<file path="config.mk">
export PLATFORM = sky130hd
export DESIGN_NAME = video_capture
export DESIGN_NICKNAME = d
export VERILOG_FILES = /design/src/rtl/video_capture.sv
export SDC_FILE = /design/constraint.sdc
export NUM_CORES = 2
export LEC_CHECK = 0
export BUFFER_PORTS_ARGS = -buffer_cell sky130_fd_sc_hd__buf_2
export CAP_MARGIN = 10
export CORE_MARGIN = 2
export CORE_UTILIZATION = 25
export DETAILED_ROUTE_END_ITERATION = 8
export PLACE_DENSITY = 0.47
export SETUP_SLACK_MARGIN = 0.3
export SKIP_CTS_REPAIR_TIMING = 1
export SKIP_LAST_GASP = 1
export SLEW_MARGIN = 20
export SYNTH_ARGS = -nofsm -noshare
export SYNTH_HDL_FRONTEND = slang
export SYNTH_SLANG_ARGS = --single-unit
</file>
<file path="constraint.sdc">
create_clock -name clk -period 4.84 [get_ports clk]
set_input_delay 0.968 -clock clk [delete_from_list [all_inputs] [get_ports clk]]
set_output_delay 0.968 -clock clk [all_outputs]
set_load 0.02 [all_outputs]
</file>
<file path="src/rtl/video_capture.sv">
// video_capture: receiver for the SoC videoSync/videoPixel stream.
//
// Classifies sync pulses by length (glitch / hsync / vsync), walks a frame FSM
// (WAIT_VSYNC -> VBLANK -> HBACK -> CAPTURE -> LINE_WAIT ...) and packs sampled
// monochrome pixels, MSB first, into an internal byte buffer readable through a
// registered read port.
//
// Ports:
//   clk         system clock
//   reset       asynchronous, active-high reset
//   videoSync   sync from the SoC, active high
//   videoPixel  pixel data from the SoC
//   rdAddr      buffer read address
//   rdData      buffer byte, registered, 1-cycle read latency (0 when out of range)
//   frameDone   1-cycle pulse when a full frame has been stored
//   frameCount  completed-frame counter, wraps 255 -> 0
//   capturing   high while inside the active area of a frame
//   lineError   sticky short-line flag, cleared on the next vsync
//   frameCrc    (VIDEO_CAPTURE_CRC_EN only) CRC-16/CCITT of the bytes written
//               during the last completed frame
//
// Optional feature macro: VIDEO_CAPTURE_CRC_EN adds the frameCrc output and its
// CRC logic. Without it the block has no CRC port or logic.

module video_capture #(
    parameter int unsigned H_PIXELS  = 64,
    parameter int unsigned V_LINES   = 32,
    parameter int unsigned PIXEL_DIV = 4,
    parameter int unsigned H_BACK    = 16,
    parameter int unsigned V_BACK    = 2,
    parameter int unsigned HSYNC_MIN = 4,
    parameter int unsigned VSYNC_MIN = 64
) (
    input  logic                                   clk,
    input  logic                                   reset,
    input  logic                                   videoSync,
    input  logic                                   videoPixel,
    input  logic [$clog2(H_PIXELS/8*V_LINES)-1:0]  rdAddr,
    output logic [7:0]                             rdData,
    output logic                                   frameDone,
    output logic [7:0]                             frameCount,
    output logic                                   capturing,
    output logic                                   lineError
`ifdef VIDEO_CAPTURE_CRC_EN
    ,
    output logic [15:0]                            frameCrc
`endif
);

    localparam int unsigned BPL   = H_PIXELS / 8;
    localparam int unsigned DEPTH = BPL * V_LINES;
    localparam int unsigned AW    = $clog2(DEPTH);
    localparam int unsigned SW    = $clog2(VSYNC_MIN + 1);
    localparam int unsigned LW    = $clog2(V_LINES + 1);
    localparam int unsigned PW    = $clog2(H_PIXELS);
    localparam int unsigned DW    = $clog2(H_BACK + 1);
    localparam int unsigned CW    = $clog2(PIXEL_DIV + 1);
    localparam int unsigned VW    = $clog2(V_BACK + 1);

    localparam logic [SW-1:0] HS_MIN = SW'(HSYNC_MIN);
    localparam logic [SW-1:0] VS_MIN = SW'(VSYNC_MIN);

    typedef enum logic [2:0] {
        StWaitVsync,
        StVblank,
        StHback,
        StCapture,
        StLineWait
    } state_e;

    // Input registers
    logic sync_q;
    logic pix_q;

    always_ff @(posedge clk or posedge reset) begin
        if (reset) begin
            sync_q <= 1'b0;
            pix_q  <= 1'b0;
        end else begin
            sync_q <= videoSync;
            pix_q  <= videoPixel;
        end
    end

    // Sync classifier: count the high run, classify on the first low cycle.
    // The event flags are therefore valid in the cycle after the falling edge.
    logic [SW-1:0] hi_cnt_q;
    logic          hs_ev_q;
    logic          vs_ev_q;

    always_ff @(posedge clk or posedge reset) begin
        if (reset) begin
            hi_cnt_q <= '0;
            hs_ev_q  <= 1'b0;
            vs_ev_q  <= 1'b0;
        end else if (sync_q) begin
            hs_ev_q <= 1'b0;
            vs_ev_q <= 1'b0;
            if (hi_cnt_q != VS_MIN) begin
                hi_cnt_q <= hi_cnt_q + 1'b1;
            end
        end else begin
            // hi_cnt_q is nonzero only in the first low cycle, so events pulse once
            hs_ev_q  <= (hi_cnt_q >= HS_MIN) && (hi_cnt_q < VS_MIN);
            vs_ev_q  <= (hi_cnt_q == VS_MIN);
            hi_cnt_q <= '0;
        end
    end

    // Frame FSM and datapath state
    state_e        state_q, state_d;
    logic [VW-1:0] vb_cnt_q, vb_cnt_d;
    logic [LW-1:0] line_q, line_d;
    logic [DW-1:0] dly_q, dly_d;
    logic [CW-1:0] ph_q, ph_d;
    logic [PW-1:0] pix_cnt_q, pix_cnt_d;
    logic [6:0]    sreg_q, sreg_d;
    logic          err_q, err_d;
    logic          done_q, done_d;
    logic [7:0]    count_q, count_d;

    logic          sample;
    logic          wr_en;
    logic [AW-1:0] wr_addr;
    logic [7:0]    wr_data;
    logic          line_end;
    logic          short_line;

    // State register
    always_ff @(posedge clk or posedge reset) begin
        if (reset) begin
            state_q <= StWaitVsync;
        end else begin
            state_q <= state_d;
        end
    end

    always_ff @(posedge clk or posedge reset) begin
        if (reset) begin
            vb_cnt_q  <= '0;
            line_q    <= '0;
            dly_q     <= '0;
            ph_q      <= '0;
            pix_cnt_q <= '0;
            sreg_q    <= '0;
            err_q     <= 1'b0;
            done_q    <= 1'b0;
            count_q   <= '0;
        end else begin
            vb_cnt_q  <= vb_cnt_d;
            line_q    <= line_d;
            dly_q     <= dly_d;
            ph_q      <= ph_d;
            pix_cnt_q <= pix_cnt_d;
            sreg_q    <= sreg_d;
            err_q     <= err_d;
            done_q    <= done_d;
            count_q   <= count_d;
        end
    end

    // Next-state logic
    always_comb begin
        state_d    = state_q;
        vb_cnt_d   = vb_cnt_q;
        line_d     = line_q;
        dly_d      = dly_q;
        ph_d       = ph_q;
        pix_cnt_d  = pix_cnt_q;
        sreg_d     = sreg_q;
        err_d      = err_q;
        done_d     = 1'b0;
        count_d    = count_q;
        line_end   = 1'b0;
        short_line = 1'b0;

        unique case (state_q)
            StWaitVsync: begin
                // leaves only on vsync, handled below
            end
            StVblank: begin
                if (hs_ev_q) begin
                    if (vb_cnt_q == VW'(V_BACK - 1)) begin
                        state_d = StHback;
                        dly_d   = '0;
                    end else begin
                        vb_cnt_d = vb_cnt_q + 1'b1;
                    end
                end
            end
            StHback: begin
                // Entered on the cycle after t0 with dly=0, so this exit lands the
                // first CAPTURE cycle exactly on t0+H_BACK.
                if (hs_ev_q) begin
                    short_line = 1'b1;
                end else if (dly_q == DW'(H_BACK - 2)) begin
                    state_d   = StCapture;
                    ph_d      = '0;
                    pix_cnt_d = '0;
                end else begin
                    dly_d = dly_q + 1'b1;
                end
            end
            StCapture: begin
                if (hs_ev_q) begin
                    short_line = 1'b1;
                end else begin
                    ph_d = (ph_q == CW'(PIXEL_DIV - 1)) ? '0 : ph_q + 1'b1;
                    if (sample) begin
                        sreg_d = {sreg_q[5:0], pix_q};
                        if (pix_cnt_q == PW'(H_PIXELS - 1)) begin
                            line_end = 1'b1;
                        end else begin
                            pix_cnt_d = pix_cnt_q + 1'b1;
                        end
                    end
                end
            end
            StLineWait: begin
                if (hs_ev_q) begin
                    state_d = StHback;
                    dly_d   = '0;
                end
            end
            default: state_d = StWaitVsync;
        endcase

        // A short line advances like a complete one; its partial byte is dropped.
        if (line_end || short_line) begin
            line_d = line_q + 1'b1;
            if (short_line) begin
                err_d = 1'b1;
            end
            if (line_q == LW'(V_LINES - 1)) begin
                done_d  = 1'b1;
                count_d = count_q + 1'b1;
                state_d = StWaitVsync;
            end else if (short_line) begin
                state_d = StHback;
                dly_d   = '0;
            end else begin
                state_d = StLineWait;
            end
        end

        // Vsync from any state (re)starts the frame; an aborted frame never completes.
        if (vs_ev_q) begin
            state_d  = StVblank;
            vb_cnt_d = '0;
            line_d   = '0;
            err_d    = 1'b0;
        end
    end

    // Output / datapath-control logic
    always_comb begin
        capturing = (state_q == StHback) || (state_q == StCapture) ||
                    (state_q == StLineWait);
        sample    = (state_q == StCapture) && (ph_q == '0) && !hs_ev_q && !vs_ev_q;
        wr_en     = sample && (pix_cnt_q[2:0] == 3'b111);
        wr_addr   = AW'(32'(line_q) * BPL + 32'(pix_cnt_q) / 8);
        wr_data   = {sreg_q, pix_q};
    end

    assign frameDone  = done_q;
    assign frameCount = count_q;
    assign lineError  = err_q;

    // Frame buffer: not reset, read is registered and returns the pre-write byte
    logic [7:0] mem [DEPTH];

    always_ff @(posedge clk) begin
        if (wr_en) begin
            mem[wr_addr] <= wr_data;
        end
    end

    always_ff @(posedge clk or posedge reset) begin
        if (reset) begin
            rdData <= 8'h00;
        end else if (32'(rdAddr) < DEPTH) begin
            rdData <= mem[rdAddr];
        end else begin
            rdData <= 8'h00;
        end
    end

`ifdef VIDEO_CAPTURE_CRC_EN
    // CRC-16/CCITT, poly 0x1021, MSB first
    function automatic logic [15:0] crc16_upd(input logic [15:0] c, input logic [7:0] b);
        logic [15:0] r;
        r = c ^ {b, 8'h00};
        for (int i = 0; i < 8; i++) begin
            r = r[15] ? ({r[14:0], 1'b0} ^ 16'h1021) : {r[14:0], 1'b0};
        end
        return r;
    endfunction

    logic [15:0] crc_q, crc_d, frame_crc_q;

    always_comb begin
        crc_d = wr_en ? crc16_upd(crc_q, wr_data) : crc_q;
    end

    always_ff @(posedge clk or posedge reset) begin
        if (reset) begin
            crc_q       <= 16'hFFFF;
            frame_crc_q <= 16'h0000;
        end else begin
            crc_q <= vs_ev_q ? 16'hFFFF : crc_d;
            // crc_d already includes the final byte written alongside done_d
            if (done_d) begin
                frame_crc_q <= crc_d;
            end
        end
    end

    assign frameCrc = frame_crc_q;
`endif

endmodule
</file>
==> After elaboration in Yosys (flattened, before gate mapping) <==
Memory sizes are Yosys's and may differ from the RTL's. A register that Yosys moved wholly into a read port is not among the register bits.
Index checks and enable logic that the tools add are counted.
{ "classes": {"n_eq_ne": 25, "n_div": 0, "n_mux": 53, "mul": 0, "n_bitwise": 1, "n_addsub": 8, "magnitude_cmp": 2, "shifts": 0, "reduce_logical": 26} }
{ "op_table": {"columns": ["cell", "count"], "rows": [
  ["$mux W6", 7],
  ["$mux W5", 8],
  ["$mux W3", 13],
  ["$ne A4 B4 Y1 const B", 5],
  ["$mux W1", 15],
  ["$pmux W5 S3", 1],
  ["$mux W7", 2],
  ["$add A6 B1 Y6 const B", 2],
  ["$ne A2 B2 Y1 const B", 6],
  ["$pmux W3 S4", 1],
  ["$pmux W6 S2", 1],
  ["$reduce_and A6 Y1", 2],
  ["$reduce_bool A2 Y1", 5],
  ["$eq A3 B2 Y1 const B", 3],
  ["$add A8 B1 Y8 const B", 1],
  ["$add A8 B3 Y8", 1],
  ["$mux W2", 4],
  ["$add A7 B1 Y7 const B", 1],
  ["$eq A7 B7 Y1 const B", 1],
  ["$ge A7 B3 Y1 const B", 1],
  ["$lt A7 B7 Y1 const B", 1],
  ["$ne A7 B7 Y1 const B", 1],
  ["$eq A3 B3 Y1 const B", 2],
  ["$eq A6 B5 Y1 const B", 1],
  ["19 further kinds", 30]
]} }
{ "word_totals": {"elab_cells": 131, "mem_bits_rw": 2048, "ff_bits": 53, "rom_bits": 0, "output_inout_bits": 19, "n_memories": 1, "latch_bits": 0} }
{ "mem_list": {"columns": ["name", "words", "word_bits", "rd", "rd_clocked_by_memory_dff", "wr", "line_no", "rtl"], "rows": [
  ["mem", 256, 8, 1, 1, 1, "270", "logic [7:0] mem [DEPTH];"]
]} }

==> Logic depth before layout (Yosys ltp) <==
{ "logic_depth": {"ltp_word": 10, "depth_mapped": 11} }

==> Worst setup path after synthesis <==
OpenSTA, ideal clock, no wires.
{ "synth_timing": {"kind": "register to register", "start": "register sreg_q[0]", "end": "memory mem[0][1] (data pin)", "setup_ps": 806, "n_path_buf": 0, "period_less_slack_ps": 4004, "t_arrival_ps": 3197, "path_slack_ps": 836, "path_stages_with_launch": 1, "path_cell_list": "dfrtp_1"} }
{ "synth_rtl": {"columns": ["element", "line_no", "rtl"], "rows": [
  ["from (decl)", "117", "logic [6:0] sreg_q, sreg_d;"],
  ["from (signal assigned)", "155", "sreg_q <= sreg_d;"],
  ["to (decl)", "270", null]
]} }
No word-level cell before the write port.

==> Worst setup path after layout <==
{ "layout_timing": {"start": "register state_q[2]", "end": "memory mem[34][0] (enable)"} }
{ "layout_via": {"elab_chain_len": 7} }
{ "layout_rtl": {"columns": ["element", "line_no", "rtl"], "rows": [
  ["from (decl)", "111", "state_e state_q, state_d;"],
  ["from (signal assigned)", "132", "state_q <= StWaitVsync;"],
  ["from (signal assigned)", "134", "state_q <= state_d;"],
  ["$eq A3 B2 Y1", "259", "sample = (state_q == StCapture) && (ph_q == '0) && !hs_ev_q && !vs_ev_q;"],
  ["$logic_and A1 B1 Y1 (3 in series)", "259", null],
  ["$logic_and A1 B1 Y1", "260", "wr_en = sample && (pix_cnt_q[2:0] == 3'b111);"],
  ["$mux W1", "273", "if (wr_en) begin"],
  ["$mux W1 (implied by the code)", "274", "mem[wr_addr] <= wr_data;"]
]} }
Every way passes these cells.

==> results.md <==
* Async SR Flop Fraction: 2.89%
* setup repair after global routing missed its margin: no
* Max Clock Skew: 0.0390 ns
* Chip Width: 580 um
* fill cell instance count of the final layout: 32356
* leading cell types in the layout, fill and taps excluded: sky130_fd_sc_hd__edfxtp_1, sky130_fd_sc_hd__mux4_2, sky130_fd_sc_hd__nor2_1
* normalized max-slew margin: 23.5%
* Least-Margin Pin Slew: 1.14 ns
* delay of the slowest cell on the worst path: 1.00 ns
* outcome: finished, final reports clean
* Worst Min Path Start: videoSync
* warnings from Yosys: 0
* hold-critical path endpoint: sync_q$_DFF_PP0_
* Vias per Instance: 4.61
* worst reg2reg path depth: 6
* required time of the critical path: 5.32 ns
* fraction of layout instances using a drive strength above 1: 22.3%
* Total Routed Length: 227000 um
* I/O pin count: 31
* number of nets produced by synthesis: 4129
* Final Max Tran Viols: 0
* first-iteration detailed-routing DRC count: 4041
* CP startpoint kind: register
* pin count of the biggest net entering global routing: 181
* top post-synthesis cells by area: sky130_fd_sc_hd__edfxtp_1, sky130_fd_sc_hd__mux4_2, sky130_fd_sc_hd__mux2i_1
* number of distinct library cells after synthesis: 73
* launch point of the worst reg-to-reg path: state_q[2]$_DFFE_PP0P_
* cell-by-cell listing of the critical path: and3b_1, and2_1, nand2_2, nor3_2, nand2_1, nor2_1
* IR drop worst, VDD: 0.000295 V
* CTS Root Cell: sky130_fd_sc_hd__clkbuf_16
* Post-Syn Area: 0.0829 sq mm
* worst setup path startpoint: state_q[2]$_DFFE_PP0P_
* WL per Instance: 25.4 um
* cell count after synthesis: 4106
* area growth from synthesis to layout: 16.1%
* die height: 580 um
* CP Capture Type: register
* number of failing setup endpoints in the final timing report: 0
* critical path class: register to register
* overall via count from detail_route: 41190
* Synth area leader: sky130_fd_sc_hd__edfxtp_1
* critical path buffer and inverter count: 0
* Hold Path Cell Cnt: 1
* Detail Placement HPWL: 141000 um
* area share of the largest cell type after synthesis: 74.2%
* Total Power Consumption: 37500 uW
* number of global-route vias before repair: 42152
* GR Util All Layers: 13.3%
* FF-to-FF End: mem[34][0]$_DFFE_PP_
* worst setup slack for register-to-register paths: 0.97 ns
* Worst Path Arrival: 4.34 ns
* Die ar.: 0.336 sq mm
* wire length of the first global-routing pass: 323000 um
* Remaining Overflow, GRT: 0
* Max-cap violations: 0
* starting density of the core: 25.1%
* class of the most critical hold timing path: input port to register
* register area share after synthesis: 76.1%
* Clock transition at path regs: 0.06 ns
* biggest fanout along the worst timing path: 13
* number of buffers inserted during clock tree synthesis: 222
* ys flop type: sky130_fd_sc_hd__edfxtp_1
* FMAX: 0.259 GHz
* input/output buffers: 30
* gpl congestion: 0.825
* master of the slowest instance on the critical path: sky130_fd_sc_hd__nor2_1
* core area: 0.330 sq mm
* sum of negative setup slack: 0 ns
* number of sinks on the clock net: 2109
* final layout net count: 4398
* share of the clock period used by the worst path after layout: 79.9%
* maximum count of clock buffers along a single path: 3
* synthesized area per cell: 20.2 sq um
* Min Clock Period, post-route: 3.87 ns
* number of hold-slack violations in the final timing report: 0
* Leakage Power: 0.0257 uW
* antenna violations before repair: 10
* count of flip-flops with a built-in enable after synthesis: 2048
* number of iterations in the first detailed-routing pass: 5
* CTS tree: yes
* clock latency of the later-clocked register in the worst-skew pair: 0.88 ns
* cell row count: 211
* most frequent standard cell in the layout excluding fill and tap cells: sky130_fd_sc_hd__edfxtp_1
* power per cell area: 389 mW/mm^2
* final antenna-violating net count: 0
* cell family contributing the most delay on the critical path: simple AND/OR/NAND/NOR gates
* level count of the clock H-tree: 4
* Yosys reg bits: 2109
* DRC: 0
[power by group]
group          internal (uW)  switching, uW  total (uW)
Combinational            392            759        1150
Clock                   9440           7080       16500
Sequential             19800           33.8       19800
[cells by family (layout without fill, tap and decap cells)]
kind of cell | count (synthesis) | after routing | synth area share (%)
other | 0 | 3 | 0
AO/OA/AOI/OAI | 424 | 424 | 3.56
flip-flops | 2109 | 2109 | 76.1
AND/OR/NAND/NOR | 638 | 638 | 3.50
multiplexers | 641 | 641 | 14.2
adder cells (fa/ha/maj) | 11 | 11 | 0.166
XOR/XNOR | 21 | 21 | 0.222
buffers and inverters | 262 | 725 | 2.26
[stage by stage]
step / utilization, % / setup WS [ns] / hold WS, ns / instances / instance area (sq um)
CTS: 29.2 / 0.960 / 0.116 / 8935 / 96200
global placement: 27.0 / 0.463 / 0.454 / 8516 / 89200
finish: 29.2 / 0.975 / 0.196 / 8938 / 96200
global route: 29.2 / 0.770 / 0.151 / 8936 / 96200
detailed placement: 27.0 / 0.417 / 0.459 / 8517 / 89200
floorplan: - / 0.836 / 0.453 / 4106 / 82900
[cell type report]
class	count	area [sq um]	area share, %
sequential	2109	63100	65.5
clock buffer	272	5830	6.06
antenna	3	7.51	0.00780
timing repair buffer	293	2560	2.66
clock inverter	146	1220	1.27
tap	4366	5460	5.68
inverter	14	53.8	0.0559
multi-input combinational	1735	18000	18.7
[synth_stat cells (all sizes together), types with 36 or more instances]
master / instances
nand2: 129
edfxtp: 2048
a22oi: 153
a21oi: 83
o221ai: 41
dfrtp: 61
buf: 151
o22ai: 36
mux2i: 221
clkbuf: 97
o21ai: 39
mux4: 413
nor2: 327
[worst max-delay path by stage]
stage | end | slack, ns | cells after the start
after global placement | rdData[1]$_DFF_PP0_ | 0.46 | 8
after floorplan | mem[0][1]$_DFFE_PP_ | 0.84 | 0
final | mem[34][0]$_DFFE_PP_ | 0.97 | 6
after CTS | mem[34][0]$_DFFE_PP_ | 0.96 | 6
after global routing | mem[34][0]$_DFFE_PP_ | 0.77 | 6
after detailed placement | rdData[1]$_DFF_PP0_ | 0.42 | 9
[state kept, by name, summed over array words and instances (netlist names), 2 cells and up]
register    flops
mem          2048
dly_q           5
rdData          8
ph_q            3
pix_cnt_q       6
vb_cnt_q        2
sreg_q          7
frameCount      8
line_q          6
state_q         3
hi_cnt_q        7
[per-layer routing]
layer	track usage, %	share of wire (%)
met5	0	0.0075
met4	3.73	2.5
met3	2.24	5.4
met2	21.3	47
met1	18.5	45
(Power assumes the default switching activity.)
